### src/rtl/dual_writer_reg.sv
// dual_writer_reg: one register, two writers. The register has a single owner
// (this block); writers ask for access with req/ack and a round-robin pointer
// settles ties so neither writer can starve the other.
module dual_writer_reg #(
  parameter int               WIDTH     = 8,
  parameter logic [WIDTH-1:0] RESET_VAL = '0
) (
  input  logic             clk,
  input  logic             reset_n,
  input  logic             req0,
  input  logic [WIDTH-1:0] data0,
  output logic             ack0,
  input  logic             req1,
  input  logic [WIDTH-1:0] data1,
  output logic             ack1,
  output logic [WIDTH-1:0] q,
  output logic             busy,
  output logic [7:0]       conflicts
);

  // IDLE samples requests; ACK0/ACK1 each last exactly one cycle and carry
  // the acknowledge pulse for the writer just served.
  typedef enum logic [1:0] {
    IDLE = 2'd0,
    ACK0 = 2'd1,
    ACK1 = 2'd2
  } state_e;

  localparam logic [7:0] CONFLICTS_MAX = 8'hFF;

  state_e           state_q,     state_d;
  logic             prio_q,      prio_d;       // writer that wins the next tie
  logic [WIDTH-1:0] q_q,         q_d;
  logic [7:0]       conflicts_q, conflicts_d;

  // Grant decision taken in IDLE; only meaningful when grant_valid is set.
  logic             grant_valid;
  logic             grant_id;
  logic             tie;

  // Arbitration: a lone requester always wins; on a tie the pointer decides.
  always_comb begin
    tie         = req0 && req1;
    grant_valid = req0 || req1;
    if (tie) begin
      grant_id = prio_q;
    end else begin
      grant_id = req1;
    end
  end

  // Next-state, next-register and counter logic.
  always_comb begin
    // NOTE: every signal assigned here gets a hold/default value first, so no
    // path through the case leaves it unassigned and no latch is inferred.
    state_d     = state_q;
    prio_d      = prio_q;
    q_d         = q_q;
    conflicts_d = conflicts_q;

    unique case (state_q)
      IDLE: begin
        if (grant_valid) begin
          // The loser of this grant (or the idle writer) gets the next tie.
          prio_d  = ~grant_id;
          q_d     = grant_id ? data1 : data0;
          state_d = grant_id ? ACK1 : ACK0;
          if (tie && (conflicts_q != CONFLICTS_MAX)) begin
            conflicts_d = conflicts_q + 8'd1;
          end
        end
      end
      // Requests are ignored while acknowledging; the writer drops req in
      // this cycle, or keeps it to ask for another write.
      ACK0, ACK1: begin
        state_d = IDLE;
      end
      default: begin
        state_d = IDLE;
      end
    endcase
  end

  // State, pointer, shared register and conflict counter.
  always_ff @(posedge clk or negedge reset_n) begin
    // NOTE: reset is asynchronous, so an ack in flight drops at once and the
    // register returns to RESET_VAL without waiting for a clock edge.
    if (!reset_n) begin
      state_q     <= IDLE;
      prio_q      <= 1'b0;
      q_q         <= RESET_VAL;
      conflicts_q <= '0;
    end else begin
      // NOTE: non-blocking assignments so every flop updates from the values
      // that existed before this edge, independent of statement order.
      state_q     <= state_d;
      prio_q      <= prio_d;
      q_q         <= q_d;
      conflicts_q <= conflicts_d;
    end
  end

  // Moore outputs decoded from state and the owned registers.
  assign ack0      = (state_q == ACK0);
  assign ack1      = (state_q == ACK1);
  assign busy      = (state_q != IDLE);
  assign q         = q_q;
  assign conflicts = conflicts_q;

endmodule

### config.mk
export PLATFORM = sky130hd
export DESIGN_NAME = dual_writer_reg
export DESIGN_NICKNAME = d
export VERILOG_FILES = /design/src/rtl/dual_writer_reg.sv
export SDC_FILE = /design/constraint.sdc
export NUM_CORES = 1
export LEC_CHECK = 0
export ABC_AREA = 1
export CAP_MARGIN = 30
export CORE_MARGIN = 1.5
export CORE_UTILIZATION = 35
export DETAILED_ROUTE_END_ITERATION = 10
export PLACE_DENSITY_LB_ADDON = 0.12
export SYNTH_ARGS = -nofsm -noshare
export SYNTH_HDL_FRONTEND = slang
export SYNTH_SLANG_ARGS = --single-unit
### constraint.sdc
create_clock -name clk -period 2.4 [get_ports clk]
set_clock_uncertainty 0.1 [all_clocks]
set_input_delay 0.48 -clock clk [delete_from_list [all_inputs] [get_ports clk]]
set_output_delay 0.48 -clock clk [all_outputs]
set_load 0.05 [all_outputs]
==> results of run 1 <==
## power by group through the flow
stage | Sequential [mW] | Combinational [mW] | Clock, mW
final | 0.528 | 0.948 | 0.162
after CTS | 0.529 | 0.962 | 0.170
after detailed placement | 0.532 | 0.958 | 0
after global placement | 0.527 | 0.949 | 0
after global routing | 0.549 | 1.01 | 0.189
after floorplan | 0.857 | 0.297 | 0
## through the flow
stage                     setup WS, ns  cells  power, mW
after detailed placement        0.4499    196      1.489
after CTS                       0.1021    200      1.661
after global routing          0.003711    200      1.750
final                           0.1177    200      1.639
after floorplan                 0.7593    126      1.154
after global placement          0.4849    196      1.476
## registers in the layout, summed over array words and instances, names as in the netlist
| name | cells |
|---|---|
| conflicts | 8 |
| q | 8 |
| state_q | 2 |
| prio_q | 1 |
## worst register-to-register path, delay by kind of cell (launching register included)
kind	cells	cell delay, ns
adder cells (fa/ha/maj)	1	0.26
flip-flops	1	0.45
buffers and inverters	2	0.17
AND/OR/NAND/NOR	5	0.39
## layout make-up
type,instances,area (um2)
timing repair buffer,40,395.4
multi-input combinational,95,466.7
clock buffer,4,26.28
inverter,11,47.55
sequential,19,475.5
fill,272,1284
tap,31,38.79
## placed cells by master (no fill, tap or decap), drive strengths merged
| cell type | instances |
|---|---|
| clkinv | 1 |
| o21ai | 5 |
| dfrtp | 19 |
| nand3 | 12 |
| nand2 | 64 |
| ha | 1 |
| buf | 2 |
| nor2 | 10 |
| xnor2 | 3 |
| clkdlybuf4s50 | 38 |
| inv | 10 |
| clkbuf | 4 |
## per-layer routing
| metal | vias up | track usage [%] |
|---|---|---|
| met5 | - | 0 |
| met4 | 0 | 3.061 |
| met3 | 2 | 5.300 |
| met2 | 22 | 24.20 |
| met1 | 419 | 22.30 |
| li1 | 478 | - |
## worst paths after layout
kind	end	slack, ns	depth (start not counted)
min in group clk	q[7]	0.41	2
max reg2reg	conflicts[1]	0.98	8
min	conflicts[6]	0.40	2
max	busy	0.12	3
min reg2reg	q[7]	0.41	2
max in group asynchronous	conflicts[4]	1.60	2
## cells by family (layout without fill, tap and decap cells)
| family | after synthesis | in the layout | share of synthesized area, % |
|---|---|---|---|
| AO/OA/AOI/OAI | 5 | 5 | 2.893 |
| XOR/XNOR | 3 | 3 | 2.642 |
| adder cells (fa/ha/maj) | 1 | 1 | 1.258 |
| buffers and inverters | 12 | 55 | 5.283 |
| flip-flops | 19 | 19 | 47.80 |
| AND/OR/NAND/NOR | 86 | 86 | 40.13 |
==> results.md, run 1 <==
- Top Ports: 39
- TNS Setup: 0 ns
- CORE AREA: roughly 0.0027 mm2
- Share of cells above drive strength 1: a little under an eighth
- Worst path buffer plus inverter count: 2
- CTS resizes: 0
- YS warnings: 0
- Critical path arrival: between 1.5 and 2 ns
- Critical path class: flop to output pin
- Clk buf depth: 2
- Top Layer Used: met4
- Pre-antenna DRT Iters: 4
- TritonCTS buffer count: 3
- Routed wl met2: around 1.1 mm
- Fin. Hold Viols: 0
- Top post-synthesis cells by area: dfrtp_1 (48%), nand2_1 (22%), nand3_1 (5.5%), nor2_4 (3.4%), inv_1 (2.6%)
- Clk slew on worst S/H paths: around 0.1 ns
- Worst Hold Class: primary input to async pin
- Post-route clock period utilization: 95.09%
- Area share of the largest cell type after synthesis: 47.80%
- Switching portion of total power: about half
- Most common cell in the netlist: nand2_1
- Worst Tran Pin Value: 0.5031 ns
- Crit path max-delay family: buffers and inverters
- CP Max Fanout: 3
- Cell variety after synth: 19
- Critical path startpoint: state_q[0]
- Die height: roughly 56 um
- First-pass GRT wire length: slightly below 4 mm
- H-tree levels: 1
- Syn Nets: 147
- Largest net degree at the start of global routing: 20
- Routed vias: 921
- Post-DP HPWL: 1.690 mm
- Area leader, netlist: dfrtp_1
- # setup viols final: 0
- # diodes: 0
- Combinational Power Share: 57.9%
- Post-Route Utilization: 53.04%
- Slew headroom: between 60% and 70%
- CTS tree: done
- Mapped Area: 994.7 um2
- Sequential share of the synthesized area: between 40% and 50%
- WL final: 2.218 mm
- EDFF count, synth: 0
- Int Power: 0.8203 mW
- Vias/cell: 4.605
- FP Rows: 19
- Placed inst area: 0.001424 mm2
- WL met3: 94 um
- Worst EP required: 1.82 ns
- Most used DFF post-synth: dfrtp_1
- Syn Inst Count: 126
- Num Clock Sinks: 19
- Remaining antenna violation count: 0
- Initial antenna violation count: 0
- Slew Viols, Final: 0
- Vias in the first global route: 891
- Clock share of power: 9.9%
- Tmin final: 2.282 ns
- Met1 WL: 1.019 mm
- Layout net count: between 150 and 200
- Worst path slowest cell: clkdlybuf4s50_1
- Initial DRC Count: 19
- Worst r2r src: conflicts[0]
- WL per Instance: 11.09 um
- Area grow syn2layout: 45.79%
- Crit path cell chain: inv_2 > nand2_1 > clkdlybuf4s50_1
- Power Density: approximately 1100 mW/mm2
- CP Launch Type: flop
- F_max: 438.2 MHz
- Final Cell Area: 0.001450 mm2
- Die area: 0.003171 mm2
- PortBufs: 38
- Min Hold Slack: about 0.4 ns
- Worst VDD drop: approximately 0.92 mV
- CP endpoint kind: output pin
- Global route overflow: 0
- Initial Utilization: 36.38%
- CTS root buffer: clkbuf_4
- Chip width: 56.31 um
- RSZ-0062 raised after global routing: no
- Final Wtd Congestion: between 0.7 and 0.8
- Sequential power share: 32.2%
- Psw: 0.8188 mW
- Post-route DRC: 0
- Cts hold-fix bufs: 0
- Pleak: 0.6807 nW
- Run status: finished clean
- Synth top cells by count: nand2_1 (59), dfrtp_1 (19), nand3_1 (11)
- Largest stage delay on the critical path: 0.82 ns
- Clock Latency Late Sink: 0.30 ns
- GRT Total Usage: 15.90%
- Avg Inst Size Synth: 7.894 um2
- Post-CTS setup buffer count: 0
- FFs w/ async S/R, synth: between 90% and 100%
- Max-cap viol count: 0
- Synth Register Bits: 19
No activity file was read; power rests on OpenSTA's default activity.
==> run 2: changes to the inputs <==
--- a/config.mk
+++ b/config.mk
@@ -10,6 +10,7 @@
 export CORE_MARGIN = 1.5
 export CORE_UTILIZATION = 35
 export DETAILED_ROUTE_END_ITERATION = 10
+export HOLD_SLACK_MARGIN = 0.06
 export PLACE_DENSITY_LB_ADDON = 0.12
 export SYNTH_ARGS = -nofsm -noshare
 export SYNTH_HDL_FRONTEND = slang
==> results of run 2 <==
Same layout as run 1: the final DEF is identical, and so are final timing and power.
